## config.mk

```make
export PLATFORM = sky130hd
export DESIGN_NAME = t5_hart_sched
export DESIGN_NICKNAME = d
export VERILOG_FILES = /design/src/rtl/t5_pkg.sv /design/src/rtl/t5_rr_arb.sv /design/src/rtl/t5_hart_sched.sv
export SDC_FILE = /design/constraint.sdc
export NUM_CORES = 1
export LEC_CHECK = 0
export ABC_AREA = 1
export CAP_MARGIN = 40
export CORE_MARGIN = 4
export CORE_UTILIZATION = 43
export CTS_CLUSTER_SIZE = 16
export DETAILED_ROUTE_END_ITERATION = 10
export DONT_BUFFER_PORTS = 1
export PLACE_DENSITY = 0.61
export SYNTH_ARGS = -nofsm -noshare
export SYNTH_HDL_FRONTEND = slang
export SYNTH_SLANG_ARGS = --single-unit
```

## constraint.sdc

```tcl
create_clock -name sclk -period 4 [get_ports sclk]
set_input_delay 0.4 -clock sclk [delete_from_list [all_inputs] [get_ports sclk]]
set_output_delay 0.4 -clock sclk [all_outputs]
set_load 0.01 [all_outputs]
```

## src/rtl/t5_pkg.sv

```systemverilog
// Shared constants and FSM encoding for the barrel-hart fetch scheduler.
package t5_pkg;
  localparam int          HBITS     = 2;
  localparam int          NHART     = 1 << HBITS;
  localparam logic [29:0] RESET_VEC = 30'h0;

  typedef enum logic {IDLE, REQ} state_t;
endpackage

```

## src/rtl/t5_rr_arb.sv

```systemverilog
// Combinational round-robin pick: first runnable hart after 'last', wrapping.
module t5_rr_arb #(
  parameter int NHART = 4,
  parameter int HBITS = 2
) (
  input  logic [NHART-1:0] i_mask,
  input  logic [HBITS-1:0] i_last,
  output logic [HBITS-1:0] o_grant,
  output logic             o_gvld
);
  logic [HBITS-1:0] w_idx;

  // Walk from farthest to nearest so the nearest runnable hart wins.
  always_comb begin
    o_grant = '0;
    o_gvld  = 1'b0;
    w_idx   = '0;
    for (int i = NHART; i >= 1; i--) begin
      w_idx = i_last + HBITS'(i);
      if (i_mask[w_idx]) begin
        o_grant = w_idx;
        o_gvld  = 1'b1;
      end
    end
  end
endmodule

```

## src/rtl/t5_hart_sched.sv

```systemverilog
// Per-hart PC file, round-robin fetch issue over a single-outstanding
// Wishbone classic bus, and redirect/squash handling for the decoder.
module t5_hart_sched
  import t5_pkg::*;
(
  input  logic             sclk,
  input  logic             srst,
  input  logic [NHART-1:0] hart_run,
  input  logic             sstall,
  input  logic             bra_vld,
  input  logic [HBITS-1:0] bra_hart,
  input  logic [29:0]      bra_tgt,
  input  logic             iwb_ack,
  output logic             iwb_cyc,
  output logic             iwb_stb,
  output logic [29:0]      iwb_adr,
  output logic [29:0]      fpc,
  output logic [HBITS-1:0] fhart,
  output logic             sena
);
  state_t           r_state, w_state_next;
  logic [29:0]      r_pc [NHART];
  logic [29:0]      w_pc_next [NHART];
  logic [HBITS-1:0] r_cur, r_last;
  logic [29:0]      r_adr;
  logic             r_kill;
  logic [HBITS-1:0] w_grant;
  logic             w_gvld;
  logic             w_ack, w_bra_cur, w_accept, w_issue;
  logic [29:0]      w_issue_adr;

  t5_rr_arb #(.NHART(NHART), .HBITS(HBITS)) u_arb (
    .i_mask (hart_run),
    .i_last (r_last),
    .o_grant(w_grant),
    .o_gvld (w_gvld)
  );

  assign w_ack     = (r_state == REQ) && iwb_ack;
  assign w_bra_cur = bra_vld && (bra_hart == r_cur);
  assign w_accept  = w_ack && !r_kill && !w_bra_cur;

  // Redirect has priority over the post-delivery increment.
  genvar gi;
  generate
    for (gi = 0; gi < NHART; gi++) begin : g_pc
      assign w_pc_next[gi] = (bra_vld && bra_hart == HBITS'(gi)) ? bra_tgt :
                             (w_accept && r_cur == HBITS'(gi))   ? r_pc[gi] + 30'd1 :
                             r_pc[gi];
    end
  endgenerate

  // Back-to-back reissue of the same hart must see the just-advanced PC,
  // but a same-cycle redirect is not forwarded (kill covers that case).
  assign w_issue_adr = (w_accept && w_grant == r_cur) ? r_pc[w_grant] + 30'd1
                                                       : r_pc[w_grant];

  always_comb begin
    w_state_next = r_state;
    w_issue      = 1'b0;
    case (r_state)
      IDLE: begin
        if (w_gvld && !sstall) begin
          w_issue      = 1'b1;
          w_state_next = REQ;
        end
      end
      REQ: begin
        if (iwb_ack) begin
          if (w_gvld && !sstall) w_issue = 1'b1;
          else                   w_state_next = IDLE;
        end
      end
      default: w_state_next = IDLE;
    endcase
  end

  always_ff @(posedge sclk or negedge srst) begin
    if (!srst) begin
      r_state <= IDLE;
      r_cur   <= '0;
      r_last  <= HBITS'(NHART - 1);
      r_adr   <= '0;
      r_kill  <= 1'b0;
      for (int h = 0; h < NHART; h++) r_pc[h] <= RESET_VEC;
    end else begin
      r_state <= w_state_next;
      for (int h = 0; h < NHART; h++) r_pc[h] <= w_pc_next[h];
      if (w_issue) begin
        r_cur  <= w_grant;
        r_last <= w_grant;
        r_adr  <= w_issue_adr;
        r_kill <= bra_vld && (bra_hart == w_grant);
      end else if (w_ack) begin
        r_kill <= 1'b0;
      end else if (r_state == REQ && w_bra_cur) begin
        r_kill <= 1'b1;
      end
    end
  end

  assign iwb_stb = (r_state == REQ);
  assign iwb_cyc = iwb_stb;
  assign iwb_adr = r_adr;
  assign fpc     = r_adr;
  assign fhart   = r_cur;
  assign sena    = w_ack && !r_kill && !w_bra_cur;
endmodule

```

==> metrics <==
gpl congestion=approximately 0.9; Worst setup SP type=flop; Max Fclk=289 MHz; Mean Syn Cell Area=7.31 um^2; vias per cell=5.61; Max-Cap Viols=0; Clock Latency Late Sink=0.44 ns; largest net degree at the start of global routing=157; CTS tree=yes; Antenna Violating Nets Remaining=0; Max FO, Critical Path=73; Die Ht=170 um; drt first pass iters=5; Main synth FF type=dfrtp_1; fillers=approximately 2600; Max Transition Viols Final=0; Inst Count DP=1810; fin crit period=approximately 3.5 ns; die area=0.0289 mm^2; status=finished with violations; slew margin rel.=0.483; synth cell count leaders=nand2_1, inv_1, dfrtp_1; non-filler cells, final=about 1800; Root Driver=clkbuf_16; total power density per cell area=974 mW/mm^2; RR Endpoint=fpc[24]; Layout Cell Area excl Fill=between 0.01 and 0.015 mm^2; clock buffer depth=2; footprint of the multi-input gates=0.00606 mm^2; Synth area leader=dfrtp_1; antenna violations before repair=0; drt initial violations=~1100; # nets final=1540; async set-reset flop share out of synthesis=1.00; Hold Vio Cnt, Final=156; final setup vio count=0; Hold WS=-0.330 ns; register area=0.00391 mm^2; failing checks=negative hold slack; DP HPWL=approximately 25000 um; layout cells sized above 1=0.0823; Core Region=approximately 0.026 mm^2; syn nets=around 1600; first-pass GRT wire length=54100 um; Syn. warnings=0; DRC Markers=0; CTS Buf Count=17; CP endpoint kind=flop; measured slew at the worst slew-check pin=between 0.7 and 0.8 ns; Post-Route WL=34000 um; sequential area share after synthesis=0.346; Clock Sinks=156; Critical R2R Launch=r_last[0]; critical path class=reg2reg; Distinct cells, synth=50; io pins=106; Synth area leaders=dfrtp_1, nand2_1, xor2_1; Congestion Overflow GR=0; Synth top area share=0.342; worst reg-to-reg setup slack=0.54 ns; Layout Skew=0.0123 ns; CP Data Required Time=4.37 ns; Synth Register Bits=156; VDD IR max=0.000567 V; count leader, synth=nand2_1; post-synthesis instance total=1542; Syn-to-layout area delta=4.96%; Initial Util=0.435; final setup TNS=0 ns; port bufs=0; Hold/Removal Path Class=in2async; die width=170 um; Mapped Area=0.0113 mm^2; WL/cell=18.4 um; H-tree Lvls=4; total power draw=0.0115 W; Util after Layout=0.457; ant diodes=0; # rows=59; clk slew on worst S/H paths=0.07 ns; Static Leakage=5.39 nW; vias in the first global route=9790; Reg2Reg Depth=19; Placed Area=0.0113 mm^2; Total GRT Usage=0.236; arrival time of the worst setup path=3.84 ns; Vias=10300; period utilization=0.866; Post-synth EDFFs=0; RSZ-0062 raised after global routing=no
==> logic make-up after synthesis <==
logic type,Yosys count,synth area share
AND/OR/NAND/NOR,791,0.317
XOR/XNOR,117,0.0909
buffers and inverters,287,0.117
adder cells (fa/ha/maj),5,0.00555
AO/OA/AOI/OAI,186,0.123
flip-flops,156,0.346
==> cells in the final DEF (no fill, tap or decap), drive strengths merged, types with 5 or more instances in the layout <==
cell type	n
o211ai	36
inv	201
nand3	147
nor2	92
nand4	19
ha	5
nor4	5
a21oi	18
clkbuf	17
o21ai	36
nor3	55
clkinvlp	5
o221ai	86
dfrtp	154
clkinv	8
nand2	463
xnor2	11
buf	21
xor2	106
==> power breakdown <==
group	switching [W]	internal, W
sequential	0.000959	0.00230
combinational	0.00466	0.00206
clock	0.000736	0.000803
total	0.00636	0.00517
==> routing by layer <==
layer,vias to the layer above,part of all wire,track usage
met3,26,0.083,0.0439
met5,-,0,0
met2,420,0.42,0.342
li1,4971,-,-
met4,0,0.0095,0.0497
met1,4920,0.49,0.365
==> worst max-delay path by stage <==
| stage | startpoint | slack [ns] | end | cells after the start |
|---|---|---|---|---|
| 2_1_floorplan | r_last[0] | 1.30 | fpc[14] | 21 |
| 3_3_place_gp | r_last[0] | 0.56 | fpc[29] | 19 |
| 3_5_place_dp | r_last[0] | 0.55 | fpc[24] | 19 |
| 4_1_cts | r_last[0] | 0.53 | fpc[24] | 19 |
| 5_1_grt | r_last[0] | 0.21 | fpc[20] | 19 |
| 6_report | r_last[0] | 0.54 | fpc[24] | 19 |
==> metrics by stage <==
step	hold WS, ns	setup slack [ns]
2_1_floorplan	0.104	1.30
3_3_place_gp	0.114	0.564
6_report	-0.330	0.535
3_5_place_dp	0.113	0.548
4_1_cts	-0.357	0.531
5_1_grt	-0.356	0.210
==> area by class of cell <==
type,count,share of cell area
Multi-Input combinational cell,1099,0.512
Sequential cell,156,0.330
Inverter,199,0.0638
Clock buffer,17,0.0359
Tap cell,335,0.0354
Timing Repair Buffer,21,0.0131
Clock inverter,15,0.00983
==> sequential cells by signal, indices dropped and copies added, names as in the netlist <==
register	cells
r_pc	120
fpc	30
r_kill	1
fhart	2
iwb_cyc	1
r_last	2
==> critical path, cell delays in order, from the launching register on <==
cell and delay, ns:
dfstp_2 0.72, nand2_1 0.10, o21ai_2 0.11, nand2_1 0.12, nand2_2 0.09, inv_4 0.05
nand3_4 0.24, nand2_8 0.32, nand2_1 0.22, nand3_1 0.09, nand2_1 0.15, ha_1 0.16
inv_1 0.05, nor2_2 0.23, nand4_1 0.14, nor2_2 0.20, nand2_1 0.11, o21ai_1 0.13
nand3_1 0.07, nand2_1 0.06
==> what timing repair did <==
item | 4_1_cts | 5_1_grt
setup buffers | 0 | 0
resized for setup | 0 | 0
endpoints found under the hold margin | 156 | 156
(Power assumes the default switching activity.)
